$ cat src/rtl/mem_access_if.sv
// Instruction and data memory channels between the sequencer (master) and the memory system (slave).
// A transfer on any channel happens on the rising clk edge where its valid and ready are both 1.
// The sender holds valid and payload stable until that edge. The receiver may drive ready freely.
interface mem_access_if #(
  parameter int ADDR_W = 64,
  parameter int DATA_W = 64,
  parameter int MASK_W = DATA_W / 8
);
  logic              imem_req_valid;
  logic              imem_req_ready;
  logic [ADDR_W-1:0] imem_req_addr;
  logic              imem_rsp_valid;
  logic              imem_rsp_ready;
  logic [DATA_W-1:0] imem_rsp_data;

  logic              dmem_r_valid;
  logic              dmem_r_ready;
  logic [ADDR_W-1:0] dmem_r_addr;
  logic              dmem_rr_valid;
  logic              dmem_rr_ready;
  logic [DATA_W-1:0] dmem_rr_data;

  logic              dmem_w_valid;
  logic              dmem_w_ready;
  logic [ADDR_W-1:0] dmem_w_addr;
  logic [DATA_W-1:0] dmem_w_data;
  logic [MASK_W-1:0] dmem_w_mask;
  logic              dmem_wr_valid;
  logic              dmem_wr_ready;

  modport master (
    output imem_req_valid, imem_req_addr, imem_rsp_ready,
    output dmem_r_valid, dmem_r_addr, dmem_rr_ready,
    output dmem_w_valid, dmem_w_addr, dmem_w_data, dmem_w_mask, dmem_wr_ready,
    input  imem_req_ready, imem_rsp_valid, imem_rsp_data,
    input  dmem_r_ready, dmem_rr_valid, dmem_rr_data,
    input  dmem_w_ready, dmem_wr_valid
  );

  modport slave (
    input  imem_req_valid, imem_req_addr, imem_rsp_ready,
    input  dmem_r_valid, dmem_r_addr, dmem_rr_ready,
    input  dmem_w_valid, dmem_w_addr, dmem_w_data, dmem_w_mask, dmem_wr_ready,
    output imem_req_ready, imem_rsp_valid, imem_rsp_data,
    output dmem_r_ready, dmem_rr_valid, dmem_rr_data,
    output dmem_w_ready, dmem_wr_valid
  );
endinterface

$ cat src/rtl/mem_access_fsm.sv
// Multi-cycle memory sequencer: fetch (with a one-word instruction buffer), optional data read,
// then optional data write, holding stall until the instruction's memory work is done.
module mem_access_fsm #(
  parameter int ADDR_W  = 64,
  parameter int DATA_W  = 64,
  parameter int MASK_W  = DATA_W / 8,
  parameter int IBUF_EN = 1,
  parameter int TIMEOUT = 255
) (
  input  logic              clk,
  input  logic              rst,
  input  logic [ADDR_W-1:0] pc,
  input  logic              re_mem,
  input  logic              we_mem,
  input  logic [ADDR_W-1:0] mem_addr,
  input  logic [DATA_W-1:0] wdata,
  input  logic [MASK_W-1:0] wmask,
  input  logic              fence_i,
  mem_access_if.master      mem,
  output logic [DATA_W-1:0] inst_word,
  output logic [DATA_W-1:0] rdata,
  output logic              stall,
  output logic              bus_err,
  output logic [2:0]        dbg_state
);
  typedef enum logic [2:0] {
    CHK, IF_REQ, IF_WAIT, RD_REQ, RD_WAIT, WR_REQ, WR_WAIT, DONE
  } state_e;

  localparam int TAG_W = ADDR_W - 3;
  localparam int CNT_W = (TIMEOUT < 2) ? 1 : $clog2(TIMEOUT + 1);
  localparam logic [CNT_W-1:0] TO_VAL = CNT_W'(TIMEOUT);
  localparam bit TO_EN = (TIMEOUT != 0);
  localparam bit BUF_EN = (IBUF_EN != 0);

  state_e            state_q, state_d;
  logic [CNT_W-1:0]  cnt_q, cnt_d;
  logic [TAG_W-1:0]  tag_q, tag_d;
  logic              buf_vld_q, buf_vld_d;
  logic [DATA_W-1:0] inst_q, inst_d;
  logic [DATA_W-1:0] rdata_q, rdata_d;
  logic              bus_err_q, bus_err_d;

  logic in_phase;
  logic timeout_hit;
  logic ibuf_hit;
  logic unused_pc_bits;

  assign in_phase    = (state_q inside {IF_REQ, IF_WAIT, RD_REQ, RD_WAIT, WR_REQ, WR_WAIT});
  assign timeout_hit = TO_EN && in_phase && (cnt_q == TO_VAL);
  assign ibuf_hit    = BUF_EN && buf_vld_q && !fence_i && (pc[ADDR_W-1:3] == tag_q);
  assign unused_pc_bits = ^pc[2:0];

  // Data phases run read first, then write, so a combined access sees old memory contents.
  function automatic state_e data_next(input logic re, input logic we);
    if (re)      return RD_REQ;
    else if (we) return WR_REQ;
    else         return DONE;
  endfunction

  always_comb begin
    state_d   = state_q;
    tag_d     = tag_q;
    buf_vld_d = buf_vld_q;
    inst_d    = inst_q;
    rdata_d   = rdata_q;
    bus_err_d = bus_err_q;
    if (timeout_hit) begin
      state_d   = DONE;
      bus_err_d = 1'b1;
      if (state_q == IF_REQ || state_q == IF_WAIT) inst_d  = '0;
      if (state_q == RD_REQ || state_q == RD_WAIT) rdata_d = '0;
    end else begin
      case (state_q)
        CHK: begin
          if (fence_i) buf_vld_d = 1'b0;
          state_d = ibuf_hit ? data_next(re_mem, we_mem) : IF_REQ;
        end
        IF_REQ:  if (mem.imem_req_ready) state_d = IF_WAIT;
        IF_WAIT: if (mem.imem_rsp_valid) begin
          inst_d    = mem.imem_rsp_data;
          tag_d     = pc[ADDR_W-1:3];
          buf_vld_d = 1'b1;
          state_d   = data_next(re_mem, we_mem);
        end
        RD_REQ:  if (mem.dmem_r_ready) state_d = RD_WAIT;
        RD_WAIT: if (mem.dmem_rr_valid) begin
          rdata_d = mem.dmem_rr_data;
          state_d = we_mem ? WR_REQ : DONE;
        end
        WR_REQ:  if (mem.dmem_w_ready) begin
          // A store into the buffered word makes the buffered copy stale.
          if (mem_addr[ADDR_W-1:3] == tag_q) buf_vld_d = 1'b0;
          state_d = WR_WAIT;
        end
        WR_WAIT: if (mem.dmem_wr_valid) state_d = DONE;
        DONE:    state_d = CHK;
        default: state_d = CHK;
      endcase
    end
    cnt_d = (state_d != state_q || !in_phase) ? '0 : cnt_q + CNT_W'(1);
  end

  always_ff @(posedge clk) begin
    if (rst) begin
      state_q   <= CHK;
      cnt_q     <= '0;
      tag_q     <= '0;
      buf_vld_q <= 1'b0;
      inst_q    <= '0;
      rdata_q   <= '0;
      bus_err_q <= 1'b0;
    end else begin
      state_q   <= state_d;
      cnt_q     <= cnt_d;
      tag_q     <= tag_d;
      buf_vld_q <= buf_vld_d;
      inst_q    <= inst_d;
      rdata_q   <= rdata_d;
      bus_err_q <= bus_err_d;
    end
  end

  // The abort cycle withdraws valid/ready so no transfer can slip through as the phase is dropped.
  assign mem.imem_req_valid = !rst && !timeout_hit && (state_q == IF_REQ);
  assign mem.imem_rsp_ready = !rst && !timeout_hit && (state_q == IF_WAIT);
  assign mem.dmem_r_valid   = !rst && !timeout_hit && (state_q == RD_REQ);
  assign mem.dmem_rr_ready  = !rst && !timeout_hit && (state_q == RD_WAIT);
  assign mem.dmem_w_valid   = !rst && !timeout_hit && (state_q == WR_REQ);
  assign mem.dmem_wr_ready  = !rst && !timeout_hit && (state_q == WR_WAIT);

  assign mem.imem_req_addr = {pc[ADDR_W-1:3], 3'b000};
  assign mem.dmem_r_addr   = mem_addr;
  assign mem.dmem_w_addr   = mem_addr;
  assign mem.dmem_w_data   = wdata;
  assign mem.dmem_w_mask   = wmask;

  assign inst_word = inst_q;
  assign rdata     = rdata_q;
  assign bus_err   = bus_err_q;
  assign stall     = rst || (state_q != DONE);
  assign dbg_state = state_q;
endmodule

$ cat src/flat_wrapper.sv
// flat-port wrapper written by rule: the top's interface ports become plain ports
module mem_access_fsm_flat 
#(
  parameter int ADDR_W  = 64,
  parameter int DATA_W  = 64,
  parameter int MASK_W  = DATA_W / 8,
  parameter int IBUF_EN = 1,
  parameter int TIMEOUT = 255
)
  (clk, rst, pc, re_mem, we_mem, mem_addr, wdata, wmask, fence_i, inst_word, rdata, stall, bus_err, dbg_state, mem_imem_req_valid, mem_imem_req_addr, mem_imem_rsp_ready, mem_dmem_r_valid, mem_dmem_r_addr, mem_dmem_rr_ready, mem_dmem_w_valid, mem_dmem_w_addr, mem_dmem_w_data, mem_dmem_w_mask, mem_dmem_wr_ready, mem_imem_req_ready, mem_imem_rsp_valid, mem_imem_rsp_data, mem_dmem_r_ready, mem_dmem_rr_valid, mem_dmem_rr_data, mem_dmem_w_ready, mem_dmem_wr_valid);
  mem_access_if #(.ADDR_W(ADDR_W), .DATA_W(DATA_W), .MASK_W(MASK_W)) mem_i ();
  input  logic clk;
  input  logic rst;
  input  logic [ADDR_W-1:0] pc;
  input  logic re_mem;
  input  logic we_mem;
  input  logic [ADDR_W-1:0] mem_addr;
  input  logic [DATA_W-1:0] wdata;
  input  logic [MASK_W-1:0] wmask;
  input  logic fence_i;
  output logic [DATA_W-1:0] inst_word;
  output logic [DATA_W-1:0] rdata;
  output logic stall;
  output logic bus_err;
  output logic [2:0] dbg_state;
  output wire logic [$bits(mem_i.imem_req_valid)-1:0] mem_imem_req_valid;
  output wire logic [$bits(mem_i.imem_req_addr)-1:0] mem_imem_req_addr;
  output wire logic [$bits(mem_i.imem_rsp_ready)-1:0] mem_imem_rsp_ready;
  output wire logic [$bits(mem_i.dmem_r_valid)-1:0] mem_dmem_r_valid;
  output wire logic [$bits(mem_i.dmem_r_addr)-1:0] mem_dmem_r_addr;
  output wire logic [$bits(mem_i.dmem_rr_ready)-1:0] mem_dmem_rr_ready;
  output wire logic [$bits(mem_i.dmem_w_valid)-1:0] mem_dmem_w_valid;
  output wire logic [$bits(mem_i.dmem_w_addr)-1:0] mem_dmem_w_addr;
  output wire logic [$bits(mem_i.dmem_w_data)-1:0] mem_dmem_w_data;
  output wire logic [$bits(mem_i.dmem_w_mask)-1:0] mem_dmem_w_mask;
  output wire logic [$bits(mem_i.dmem_wr_ready)-1:0] mem_dmem_wr_ready;
  input wire logic [$bits(mem_i.imem_req_ready)-1:0] mem_imem_req_ready;
  input wire logic [$bits(mem_i.imem_rsp_valid)-1:0] mem_imem_rsp_valid;
  input wire logic [$bits(mem_i.imem_rsp_data)-1:0] mem_imem_rsp_data;
  input wire logic [$bits(mem_i.dmem_r_ready)-1:0] mem_dmem_r_ready;
  input wire logic [$bits(mem_i.dmem_rr_valid)-1:0] mem_dmem_rr_valid;
  input wire logic [$bits(mem_i.dmem_rr_data)-1:0] mem_dmem_rr_data;
  input wire logic [$bits(mem_i.dmem_w_ready)-1:0] mem_dmem_w_ready;
  input wire logic [$bits(mem_i.dmem_wr_valid)-1:0] mem_dmem_wr_valid;
  assign mem_imem_req_valid = mem_i.imem_req_valid;
  assign mem_imem_req_addr = mem_i.imem_req_addr;
  assign mem_imem_rsp_ready = mem_i.imem_rsp_ready;
  assign mem_dmem_r_valid = mem_i.dmem_r_valid;
  assign mem_dmem_r_addr = mem_i.dmem_r_addr;
  assign mem_dmem_rr_ready = mem_i.dmem_rr_ready;
  assign mem_dmem_w_valid = mem_i.dmem_w_valid;
  assign mem_dmem_w_addr = mem_i.dmem_w_addr;
  assign mem_dmem_w_data = mem_i.dmem_w_data;
  assign mem_dmem_w_mask = mem_i.dmem_w_mask;
  assign mem_dmem_wr_ready = mem_i.dmem_wr_ready;
  assign mem_i.imem_req_ready = mem_imem_req_ready;
  assign mem_i.imem_rsp_valid = mem_imem_rsp_valid;
  assign mem_i.imem_rsp_data = mem_imem_rsp_data;
  assign mem_i.dmem_r_ready = mem_dmem_r_ready;
  assign mem_i.dmem_rr_valid = mem_dmem_rr_valid;
  assign mem_i.dmem_rr_data = mem_dmem_rr_data;
  assign mem_i.dmem_w_ready = mem_dmem_w_ready;
  assign mem_i.dmem_wr_valid = mem_dmem_wr_valid;
  mem_access_fsm #(.ADDR_W(ADDR_W), .DATA_W(DATA_W), .MASK_W(MASK_W), .IBUF_EN(IBUF_EN), .TIMEOUT(TIMEOUT)) u_core (.clk(clk), .rst(rst), .pc(pc), .re_mem(re_mem), .we_mem(we_mem), .mem_addr(mem_addr), .wdata(wdata), .wmask(wmask), .fence_i(fence_i), .mem(mem_i), .inst_word(inst_word), .rdata(rdata), .stall(stall), .bus_err(bus_err), .dbg_state(dbg_state));
endmodule
$ cat config.mk
export PLATFORM = sky130hd
export DESIGN_NAME = mem_access_fsm_flat
export DESIGN_NICKNAME = d
export VERILOG_FILES = /design/src/rtl/mem_access_if.sv /design/src/rtl/mem_access_fsm.sv /design/src/flat_wrapper.sv
export SDC_FILE = /design/constraint.sdc
export NUM_CORES = 1
export LEC_CHECK = 0
export ABC_AREA = 0
export BUFFER_PORTS_ARGS = -buffer_cell sky130_fd_sc_hd__buf_2
export CELL_PAD_IN_SITES_DETAIL_PLACEMENT = 1
export CELL_PAD_IN_SITES_GLOBAL_PLACEMENT = 2
export CORE_AREA = 2 2 290 292
export DETAILED_ROUTE_END_ITERATION = 16
export DIE_AREA = 0 0 292 294
export HOLD_SLACK_MARGIN = 0.12
export PLACE_DENSITY = 0.59
export SLEW_MARGIN = 5
export SYNTH_ARGS = -nofsm -noshare
export SYNTH_HDL_FRONTEND = slang
export SYNTH_SLANG_ARGS = --single-unit
$ cat constraint.sdc
create_clock -name clk -period 2.6 [get_ports clk]
set_input_delay 0 -clock clk [delete_from_list [all_inputs] [get_ports clk]]
set_output_delay 0 -clock clk [all_outputs]
set_load 0.01 [all_outputs]
# Word-level counts from Yosys, hierarchy flattened
# Cells that the tools add are included.
[totals]
regBits = 202
latchBits = 0
ram_bits = 0
rom_bits = 0
inputBits = 339
output_inout_bits = 403
mem_count = 0
[op_classes]
n_addsub = 1
mul = 0
div_mod_pow = 0
order_cmp = 0
eq_ne = 18
n_shift = 0
n_mux = 24
bitwise_logic = 1
n_reduce_logical = 30
[ops]
columns = ["operator", "n"]
rows = [
  ["$mux W64", 8],
  ["$eq A61 B61 Y1", 2],
  ["$mux W3", 9],
  ["$pmux W3 S8", 1],
  ["$eq A3 B3 Y1 const B", 4],
  ["$ne A2 B2 Y1 const B", 6],
  ["$logic_and A1 B1 Y1", 10],
  ["$reduce_and A3 Y1", 3],
  ["$add A8 B1 Y8 const B", 1],
  ["$eq A8 B8 Y1 const B", 1],
  ["$reduce_bool A2 Y1", 4],
  ["$eq A3 B2 Y1 const B", 2],
  ["$reduce_and A6 Y1", 1],
  ["$reduce_bool A6 Y1", 1],
  ["$logic_not A1 Y1", 4],
  ["$logic_or A1 B1 Y1", 4],
  ["$mux W1", 4],
  ["$eq A3 B1 Y1 const B", 1],
  ["$logic_not A3 Y1", 1],
  ["$ne A3 B3 Y1", 1],
  ["$ne A3 B3 Y1 const B", 1],
  ["$pmux W1 S3", 1],
  ["$reduce_bool A3 Y1", 1],
  ["$mux W2", 1],
  ["2 further kinds", 2],
]

# Longest topological paths before layout
# Gate-level depths: netlist of the first run.
[depth]
ltp_word = 9
depth_mapped = 10
depth_no_buf = 7

# Worst setup path before layout of the first run
# No wires, ideal clock.
[synth_timing]
kind = "flip-flop to flip-flop"
startpoint = "register u_core.cnt_q[0]"
endpoint = "register u_core.cnt_q[3]"
setup_ns = 0.064
t_arrival_ns = 1.971
slack_ns = 0.565
stages_incl_launch_ff = 9
path_buffers = 1
synth_period_minus_slack_ns = 2.035
cell_sequence = "dfxtp_1 -> ha_1 -> nand3_1 -> or4_1 -> clkbuf_1 -> o2111a_1 -> mux2_4 -> nand2b_4 -> nor2_1"
[synth_between]
elab_chain_len = 6
[synth_lines]
columns = ["item", "line", "source"]
rows = [
  ["start: declaration", "mem_access_fsm.sv:37", "logic [CNT_W-1:0] cnt_q, cnt_d;"],
  ["start signal: assignment", "mem_access_fsm.sv:115", "cnt_q <= cnt_d;"],
  ["$eq A8 B8 Y1", "mem_access_fsm.sv:50", "assign timeout_hit = TO_EN && in_phase && (cnt_q == TO_VAL);"],
  ["$logic_and A1 B1 Y1", "mem_access_fsm.sv:50", ""],
  ["$mux W3", "mem_access_fsm.sv:68", "if (timeout_hit) begin"],
  ["$ne A3 B3 Y1", "mem_access_fsm.sv:101", "cnt_d = (state_d != state_q || !in_phase) ? '0 : cnt_q + CNT_W'(1);"],
  ["$logic_or A1 B1 Y1", "mem_access_fsm.sv:101", ""],
  ["$reduce_or A2 Y1 (no line)", "-", ""],
]
# Several ways; a longest one is shown, not always the timed one.
# A chain may end at the register's enable or synchronous reset.

# Final worst setup path of the first run
[layout_timing]
startpoint = "register u_core.cnt_q[0]"
endpoint = "register u_core.state_q[0] (netlist: u_core.dbg_state[0])"
[layout_between]
elab_chain_len = 3
[layout_lines]
columns = ["item", "line", "source"]
rows = [
  ["$eq A8 B8 Y1", "mem_access_fsm.sv:50", ""],
  ["$logic_and A1 B1 Y1", "mem_access_fsm.sv:50", ""],
  ["$mux W3", "mem_access_fsm.sv:68", ""],
  ["end signal: assignment", "mem_access_fsm.sv:114", "state_q <= state_d;"],
  ["end: declaration", "mem_access_fsm.sv:36", "state_e state_q, state_d;"],
]
# No other way between the ends.

==> impl_results.md, run 1 <==
* GRT Util Overall at 11.63%
* Smallest hold slack at around 0.1 ns
* Synth Warn # at 0
* Die ar. at 85850 um^2
* Final #Nets at 2255
* Max-slew violation count at 0
* Number of antenna violations at the first check in global routing at 8
* Outcome: finished, final reports clean
* Top FF cell, synth: dfxtp_1
* H-tree levels at 1
* Die span in y at 294 um
* Root buf cell: clkbuf_16
* Vias/cell at 3.761
* DP Area at 13010 um^2
* First-pass GRT wire length at 76370 um
* Yosys reg bits at 202
* Syn Area/Cell at about 8.1 um^2
* Count of buffer and inverter cells on the critical path at 1
* Leak at 0.007013 uW
* Critical path arrival at a little under 3 ns
* RSZ-0062 raised after global routing: no
* Post-placement setup slack at 0.2304 ns
* Setup ws final at ~0.20 ns
* Reg power frac at 35.1%
* Slew @ Worst Pin at 0.8677 ns
* Crit-path slowest cell: or4_2
* Worst min path class: in2reg
* Pint at approximately 6700 uW
* Cell taking the most area after synthesis: dfxtp_1
* Die width at roughly 290 um
* Maximum number of pins on one net before global-route repair at 106
* CORE AREA at 82890 um^2
* Synth top area cells: dfxtp_1 38%, buf_4 18%, xnor2_1 7.7%
* Fin area at 16920 um^2
* # DRC at 0
* Util after Layout at 20.41%
* Peak VDD IR at 0.4480 mV
* Total congestion overflow at 0
* DR vias at 11380
* Num CTS Buffers at 30
* Critical Path RT at ~3.1 ns
* Cells after Synth at 1337
* I/O Buffers at 582
* Total negative slack at 0 ns
* Seq/Total Area, Yosys at 37.56%
* Clock tree buffer depth at 3
* Final setup fails at 0
* Gp weighted congestion at 0.7469
* P&R area growth vs syn at 57.18%
* DR WL/cell at 17.47 um
* FMAX at 416.8 MHz
* CTS tree: built
* Max-slew headroom at around 41%
* Num Clock Sinks at 202
* Top-area cell type share of the netlist area at 37.56%
* Max cap viols at 0
* Initial DRC Count at 369
* Initial Util at 12.99%
* Crit end category: register
* Clk pwr share at 46.2%
* DR pass1 iterations at 7
* Switch share at 28.71%
* Critical Path Fanout Max at 4
* Worst Skew at 0.01055 ns
* Worst-path cell chain: ha_1 -> nand3_1 -> or4_2 -> o2111a_1 -> nor2_1 -> dlygate4sd3_1
* EDFF count, synth at 0
* Most frequent cell after synthesis: buf_4
* Skew-Pair Late Insertion Delay at 0.58 ns
* Number of global-route vias before repair at 12180
* Pwr Density at 552.5 nW/um^2
* Critical path class: reg2reg
* Io pins at 742
* Antenna-violating nets left at 0
* Drt total wl at 52840 um
* Clk slew on worst S/H paths at 0.06 ns
* Switching power at around 2700 uW
* CP max stage delay at 0.76 ns
* Worst setup SP type: register
* Hpwl dp at 38540 um
* Synth cell count leaders: 264 x buf_4, 202 x dfxtp_1, 194 x nand2_1
* Crit path max-delay family: simple AND/OR/NAND/NOR gates
* Async SR Flop Fraction at 0%
* Combinational power share at 18.6%
* Synth Cell Area at 10770 um^2
* Fin crit period at 2.399 ns
* Synth unique cells at 51
* Final hold violations at 0
* Final period util at 92.27%
* FP Rows at 106
* Share of post-route cells with drive strength above 1 at 34.30%
## cell usage in the layout, fill, tap and decap left out, types with 2 or more instances in the layout
cell	n
nand4_1	26
dlygate4sd3_1	285
o2111ai_1	3
nor2_1	86
a2111oi_0	7
dfxtp_1	201
buf_2	581
o21ai_0	2
clkbuf_1	3
clkbuf_16	31
o22ai_1	5
o21bai_1	2
clkbuf_8	6
inv_6	2
and3_1	2
clkinv_4	2
xnor2_1	95
nor4_1	12
buf_4	9
mux2i_1	2
clkinv_2	8
nand2_1	194
buf_12	8
nand3_1	72
conb_1	3
xor2_1	11
a21oi_1	128
nand2b_1	8
diode_2	6
inv_1	20
a22oi_1	64
nor2b_1	25
bufinv_16	3
## timing repair
action / 4_1_cts / 5_1_grt
hold endpoints to repair: 279 / 0
hold buffers: 285 / 0
resized for setup: 0 / 2
endpoints found under the setup margin: 0 / 10
setup buffers: 0 / 0
## final cells by class
type / count / area (um^2)
sequential: 202 / 4045
inverter: 20 / 75.07
tap: 1080 / 1351
fill: 9925 / 65970
antenna: 6 / 15.01
timing repair buffer: 884 / 6000
clock buffer: 40 / 869.6
multi-input combinational: 777 / 4393
clock inverter: 16 / 172.7
## worst paths after layout
kind	from	endpoint	slack [ns]	cells after the start
max	u_core.cnt_q[0]	u_core.dbg_state[0]	0.20	6
min	mem_dmem_w_ready	u_core.buf_vld_q	0.10	6
max reg2reg	u_core.cnt_q[0]	u_core.dbg_state[0]	0.20	6
min reg2reg	u_core.bus_err	u_core.bus_err	0.45	2
## through the flow
step,power [uW],cells
2_1_floorplan,4269,1339
3_3_place_gp,4701,2678
3_5_place_dp,4722,2678
4_1_cts,9567,3019
5_1_grt,9817,3025
6_report,9349,3025
## per-layer routing
layer  global-route usage (%)  routed length (um)  vias to the layer above
li1                         -                   -                     5367
met3                    2.606                3366                       86
met5                        0                  13                        -
met1                    13.84               21800                     5456
met2                    20.16               25750                      467
met4                    4.715                1908                        2
## cells by family after synthesis
group	after synthesis	synth area share [%]
and+or+nand+nor	437	18.24
buffers and inverters	360	21.92
AOI/OAI and AO/OA	226	13.08
DFF	202	37.56
xor gates and xnor gates	106	8.624
muxes	4	0.4300
adders and majority gates	1	0.1162
other	1	0.03483
## tightest hold or removal path, cell delays in order
cell     delay (ns)
buf_2          0.15
nand4_1        0.09
nor4_1         0.05
nand4_1        0.17
nand4_1        0.12
nand2_1        0.06
## registers in the layout, indices dropped and copies added, names as in the netlist
name / flops
u_core.rdata: 64
u_core.tag_q: 61
u_core.dbg_state: 3
u_core.bus_err: 1
u_core.buf_vld_q: 1
u_core.inst_word: 64
u_core.cnt_q: 8
## power groups by stage
stage	Combinational (uW)	Clock, uW	Sequential (uW)
floorplan	918	0	3350
global placement	1360	0	3340
detailed placement	1370	0	3350
CTS	1770	4520	3280
global route	1900	4620	3300
finish	1740	4320	3280
No activity file was read; power rests on OpenSTA's default activity.
==> run 2: changes to the inputs <==
GPL_ROUTABILITY_DRIVEN = 1   (was not set)
PLACE_DENSITY = not set   (was 0.59)
PLACE_DENSITY_LB_ADDON = 0.15   (was not set)
==> run 2 against run 1 <==
Against the previous run: maximum frequency is 1.1% lower; setup slack worse by 0.026 ns; clock power is 3% lower; critical path depth stayed put; critical endpoint is now u_core.dbg_state[1]; largest cell class unchanged.
==> impl_results.md, run 2 (same netlist as run 1, synthesis figures left out) <==
* RSZ-0062 raised after global routing: no (unchanged)
* Global-route met1 utilization at 14.39% (was 13.84%)
* Worst hold start: mem_addr[37] (was mem_dmem_w_ready)
* I/O Buffers at 582 (unchanged)
* Most common cell after layout, fill and taps aside: buf_2 (unchanged)
* Share of post-route cells with drive strength above 1 at 34.21% (was 34.30%)
* Post-placement setup slack at 0.2067 ns (was 0.2304 ns)
* Root buf cell: clkbuf_16 (unchanged)
* Worst min path class: in2reg (unchanged)
* FP Rows at 106 (unchanged)
* Number of antenna violations at the first check in global routing at 3 (was 8)
* Skew-Pair Late Insertion Delay at 0.60 ns (was 0.58 ns)
* Gp weighted congestion at 0.7245 (was 0.7469)
* Max-slew violation count at 0 (unchanged)
* Worst-path cell chain: ha_2 -> nand3_1 -> or4_2 -> o2111ai_1 -> dlygate4sd3_1 -> a22o_1 (was ha_1 -> nand3_1 -> or4_2 -> o2111a_1 -> nor2_1 -> dlygate4sd3_1)
* Critical path arrival at 2.96 ns (was 2.92 ns)
* # DRC at 0 (unchanged)
* Worst Reg-to-Reg Cells at 6 (unchanged)
* Max-slew headroom at 57.10% (was 40.66%)
* Crit-path slowest cell: or4_2 (unchanged)
* FMAX at 412.3 MHz (was 416.8 MHz)
* Maximum number of pins on one net before global-route repair at 95 (was 106)
* Fin crit period at 2.425 ns (was 2.399 ns)
* Clk pwr share at 45.4% (was 46.2%)
* FF/Latch Area at 4044 um^2 (was 4045 um^2)
* First-pass GRT wire length at 80180 um (was 76370 um)
* DR vias at 11110 (was 11380)
* Leak at 0.006941 uW (was 0.007013 uW)
* Hold depth at 7 (was 6)
* Slew @ Worst Pin at 0.6435 ns (was 0.8677 ns)
* P&R area growth vs syn at 56.40% (was 57.18%)
* Num CTS Buffers at 31 (was 30)
* Crit path from: u_core.cnt_q[0] (unchanged)
* Critical Path RT at 3.14 ns (was 3.12 ns)
* Pwr Density at 548.1 nW/um^2 (was 552.5 nW/um^2)
* CTS tree: built (unchanged)
* Critical Path Fanout Max at 4 (unchanged)
* Die span in y at 294 um (unchanged)
* Pint at 6520 uW (was 6665 uW)
* Die ar. at 85850 um^2 (unchanged)
* Number of global-route vias before repair at 11900 (was 12180)
* Setup ws final at 0.1748 ns (was 0.2010 ns)
* Total congestion overflow at 0 (unchanged)
* Die width at 292 um (unchanged)
* Post-Layout Cell Count at 3018 (was 3025)
* R2R Setup Slk at 0.17 ns (was 0.20 ns)
* Critical path class: reg2reg (unchanged)
* Switch share at 29.35% (was 28.71%)
* Worst Skew at 0.02041 ns (was 0.01055 ns)
* Worst R2R End: u_core.dbg_state[1] (was u_core.dbg_state[0])
* Most frequent cells in the layout: 581 x buf_2, 274 x dlygate4sd3_1, 202 x dfxtp_1 (was 581 x buf_2, 285 x dlygate4sd3_1, 201 x dfxtp_1)
* Drt total wl at 56040 um (was 52840 um)
* Vias/cell at 3.683 (was 3.761)
* Initial Util at 12.99% (unchanged)
* Outcome: finished, final reports clean (unchanged)
* Count of buffer and inverter cells on the critical path at 1 (unchanged)
* Placed cells at 2682 (was 2678)
* Hpwl dp at 41930 um (was 38540 um)
* Switching power at 2709 uW (was 2684 uW)
* Crit path max-delay family: simple AND/OR/NAND/NOR gates (unchanged)
* Area occupied by multi-input gates at 4400 um^2 (was 4393 um^2)
* Peak VDD IR at 0.5219 mV (was 0.4480 mV)
* Filler Cells Inserted at 9869 (was 9925)
* Final #Nets at 2249 (was 2255)
* CORE AREA at 82890 um^2 (unchanged)
* DR pass1 iterations at 4 (was 7)
* Num Clock Sinks at 202 (unchanged)
* Clock tree buffer depth at 3 (unchanged)
* Max cap viols at 0 (unchanged)
* GRT Util Overall at 12.41% (was 11.63%)
* Antenna-violating nets left at 0 (unchanged)
* Io pins at 742 (unchanged)
* Gr busiest metal: met2 (unchanged)
* Reg power frac at 35.6% (was 35.1%)
* Final period util at 93.28% (was 92.27%)
* M2 GR Usage at 22.89% (was 20.16%)
* H-tree levels at 1 (unchanged)
* Final hold violations at 0 (unchanged)
* Hold Path End: u_core.buf_vld_q (unchanged)
* Pwr Total at 9229 uW (was 9349 uW)
* DR WL/cell at 18.57 um (was 17.47 um)
* CP max stage delay at 0.76 ns (about the same)
* Post-CTS Setup Bufs at 0 (unchanged)
* Grt met3 use at 2.915% (was 2.606%)
* Clk slew on worst S/H paths at 0.05 ns (was 0.06 ns)
* Final setup fails at 0 (unchanged)
* Initial DRC Count at 347 (was 369)
* Worst setup SP type: register (unchanged)
* Crit end category: register (unchanged)
* Reg-to-reg startpoint: u_core.cnt_q[0] (unchanged)
* Total negative slack at 0 ns (unchanged)
* Combinational power share at 19.0% (was 18.6%)
## run 2: cell types whose count changed in the layout (fill, tap and decap cells not counted), moves of 2 or more
| cell | before | now |
|---|---|---|
| dlygate4sd3_1 | 285 | 274 |
| clkbuf_1 | 3 | 10 |
| buf_12 | 8 | 11 |
| clkinv_4 | 2 | 0 |
| bufinv_16 | 3 | 1 |
| inv_6 | 2 | 0 |
| clkinv_2 | 8 | 4 |
## run 2: metrics by stage
stage / util (%) / area (um^2) / hold WS [ns]
5_1_grt: 20.30 / 16830 / 0.1776
6_report: 20.31 / 16840 / 0.1397
2_1_floorplan: - / 10770 / 0.09177
3_5_place_dp: 15.78 / 13080 / 0.00006862
3_3_place_gp: 15.78 / 13080 / 0.00006862
4_1_cts: 20.29 / 16820 / 0.1314
## run 2: metal layers
layer / vias up / wire (um)
li1: 5352 / -
met1: 5317 / 22650
met2: 381 / 28880
met3: 64 / 3445
met4: 0 / 1069
met5: - / 0
## run 2: how the worst max path moves through the flow
stage                                      to  slack (ns)  cells past startpoint
after global routing      u_core.dbg_state[1]        0.04                      6
final                     u_core.dbg_state[1]        0.17                      6
after global placement        u_core.cnt_q[0]        0.23                      7
after floorplan               u_core.cnt_q[3]        0.57                      8
after CTS                 u_core.dbg_state[1]        0.13                      6
after detailed placement      u_core.cnt_q[3]        0.21                      7
## run 2: cell type report
type	instances	share of cell area, %
multi-input combinational	777	26.14
clock inverter	8	0.5053
sequential	202	24.02
antenna	6	0.08917
inverter	20	0.4459
timing repair buffer	877	35.38
tap	1080	8.026
clock buffer	48	5.402
## run 2: repair_timing
item	CTS	global route
endpoints found under the setup margin	0	1
endpoints found under the hold margin	279	0
resized for setup	0	1
hold buffers	274	0
## run 2: tightest hold or removal path, cell delays in order
cell	delay, ns
buf_2	0.11
xnor2_1	0.07
nand4_1	0.08
nor4_1	0.05
nand4_1	0.20
nand4_1	0.12
nand2_1	0.06
## run 2: power by group through the flow
stage / registers (uW) / logic [uW] / clock network (uW)
after floorplan: 3350 / 918 / 0
after global placement: 3350 / 1420 / 0
after detailed placement: 3350 / 1420 / 0
after CTS: 3280 / 1810 / 4390
after global routing: 3300 / 1920 / 4510
final: 3280 / 1760 / 4190
==> run 3: changes to the inputs <==
SETUP_SLACK_MARGIN = 0.4   (was not set)
==> run 3 against run 2 <==
Against the previous run: sequential power barely moved; largest power group unchanged; combinational power hardly changed; first-iteration DRC count fell by 11%; wire length up 1.7%; maximum frequency up 16%; power is 0.43% higher; die area is the same; clock-buffer cell count unchanged; flip-flop and latch count stayed put; non-clock buffer count up 4; sequential share of layout area decreased by 0.26 points.
==> impl_results.md, run 3 (same netlist as run 1, synthesis figures left out) <==
* Gp weighted congestion at 0.7245 (unchanged)
* Peak VDD IR at 0.5247 mV (was 0.5219 mV)
* Final hold violations at 0 (unchanged)
* Most common cell after layout, fill and taps aside: buf_2 (unchanged)
* Hpwl dp at 41930 um (unchanged)
* H-tree levels at 1 (unchanged)
* FMAX at 479.9 MHz (was 412.3 MHz)
* Outcome: finished, final reports clean (unchanged)
* Critical path class: reg2reg (unchanged)
* Drt total wl at 56990 um (was 56040 um)
* Max-slew headroom at 60.80% (was 57.10%)
* Root buf cell: clkbuf_16 (unchanged)
* Crit end category: register (unchanged)
* DP Area at 13080 um^2 (unchanged)
* M2 GR Usage at 22.93% (was 22.89%)
* # DRC at 0 (unchanged)
* P&R area growth vs syn at 58.18% (was 56.40%)
* Vias/cell at 3.678 (was 3.683)
* Final setup fails at 0 (unchanged)
* Critical Path Fanout Max at 48 (was 4)
* Max-slew violation count at 0 (unchanged)
* CTS tree: built (unchanged)
* Clock tree buffer depth at 3 (unchanged)
* Most frequent cells in the layout: 581 x buf_2, 276 x dlygate4sd3_1, 200 x dfxtp_1 (was 581 x buf_2, 274 x dlygate4sd3_1, 202 x dfxtp_1)
* RSZ-0062 raised after global routing: yes (was no)
* Global-route met1 utilization at 14.37% (was 14.39%)
* Skew-Pair Late Insertion Delay at 0.60 ns (about the same)
* Number of global-route vias before repair at 11890 (was 11900)
* DR vias at 11100 (was 11110)
* Slew @ Worst Pin at 0.5859 ns (was 0.6435 ns)
* Maximum number of pins on one net before global-route repair at 95 (unchanged)
* Fin area at 17030 um^2 (was 16840 um^2)
* Max cap viols at 0 (unchanged)
* First-pass GRT wire length at 80190 um (was 80180 um)
* Post-CTS Setup Bufs at 0 (unchanged)
* Die span in y at 294 um (unchanged)
* GRT Util Overall at 12.41% (about the same)
* Worst min path class: in2reg (unchanged)
* Clk slew on worst S/H paths at 0.06 ns (was 0.05 ns)
* Pwr Total at 9269 uW (was 9229 uW)
* CORE AREA at 82890 um^2 (unchanged)
* Initial Util at 12.99% (unchanged)
* DR WL/cell at 18.88 um (was 18.57 um)
* Number of antenna violations at the first check in global routing at 2 (was 3)
* Initial DRC Count at 310 (was 347)
* Final #Nets at 2253 (was 2249)
* Die width at 292 um (unchanged)
* Antenna-violating nets left at 0 (unchanged)
* Num Clock Sinks at 202 (unchanged)
* Filler Cells Inserted at 9854 (was 9869)
* Num CTS Buffers at 31 (unchanged)
* Final period util at 80.14% (was 93.28%)
* Critical Path RT at 3.13 ns (was 3.14 ns)
* Share of post-route cells with drive strength above 1 at 35.23% (was 34.21%)
* Leak at 0.007009 uW (was 0.006941 uW)
* Io pins at 742 (unchanged)
* Die ar. at 85850 um^2 (unchanged)
* Pwr Density at 544.3 nW/um^2 (was 548.1 nW/um^2)
* I/O Buffers at 582 (unchanged)
* Worst Skew at 0.01846 ns (was 0.02041 ns)
* Grt met3 use at 2.908% (was 2.915%)
* DR pass1 iterations at 4 (unchanged)
* Total negative slack at 0 ns (unchanged)
* Worst setup SP type: register (unchanged)
* Total congestion overflow at 0 (unchanged)
* Fin crit period at 2.084 ns (was 2.425 ns)
* Critical path arrival at 2.61 ns (was 2.96 ns)
* Gr busiest metal: met2 (unchanged)
* FP Rows at 106 (unchanged)
==> run 3: power by group <==
group,switching (uW),internal (uW),total [uW]
logic,937,851,1790
clock network,1710,2490,4190
registers,91.1,3200,3290
total,2730,6540,9270
==> run 3: path summary, 6_finish.rpt <==
path / cells after the start / slack [ns] / to / from
worst min register to register: 2 / 0.45 / u_core.rdata[33] / u_core.rdata[33]
worst max-delay path: 7 / 0.52 / u_core.inst_word[41] / u_core.dbg_state[0]
worst max register to register: 7 / 0.52 / u_core.inst_word[41] / u_core.dbg_state[0]
worst min-delay path: 7 / 0.14 / u_core.buf_vld_q / mem_addr[37]
==> run 3: repair_timing <==
| action | CTS | global route |
|---|---|---|
| hold buffers | 276 | 0 |
| hold endpoints to repair | 279 | 0 |
| resized for setup | 9 | 24 |
| setup endpoints to repair | 139 | 159 |
| pin swaps | 0 | 2 |
| cloned | 0 | 2 |
==> run 3: metrics by stage <==
stage	cells	worst slack (ns)	hold WS, ns	util (%)
after global routing	3018	0.3394	0.1776	20.54
after floorplan	1339	0.5651	0.09177	-
final	3019	0.5163	0.1399	20.54
after detailed placement	2682	0.2067	0.00006862	15.78
after global placement	2682	0.2283	0.00006862	15.78
after CTS	3014	0.3788	0.1314	20.37
==> run 3: cell type report <==
type                            instances  area [um^2]  share of cell area [%]
Clock buffer                           48        909.6                   5.342
Inverter                               20        75.07                  0.4409
Multi-Input combinational cell        777         4522                   26.55
Tap cell                             1080         1351                   7.935
Sequential cell                       202         4046                   23.76
Clock inverter                          8        85.08                  0.4996
Antenna cell                            3        7.507                 0.04409
Timing Repair Buffer                  881         6032                   35.42
==> run 3: layer usage <==
layer  share of wire [%]  up-vias
met3                 6.1       67
met4                 1.9        0
met5                   0        -
li1                    -     5361
met1                  40     5295
met2                  52      380
==> run 3: worst max-delay path, cell delays in order (launching register included) <==
cell and delay [ns]:
dfxtp_1 0.40, buf_4 0.19, nand2b_1 0.25, nor2_1 0.26, and3_4 0.34, buf_16 0.26, a22oi_1 0.14, nor2_1 0.12
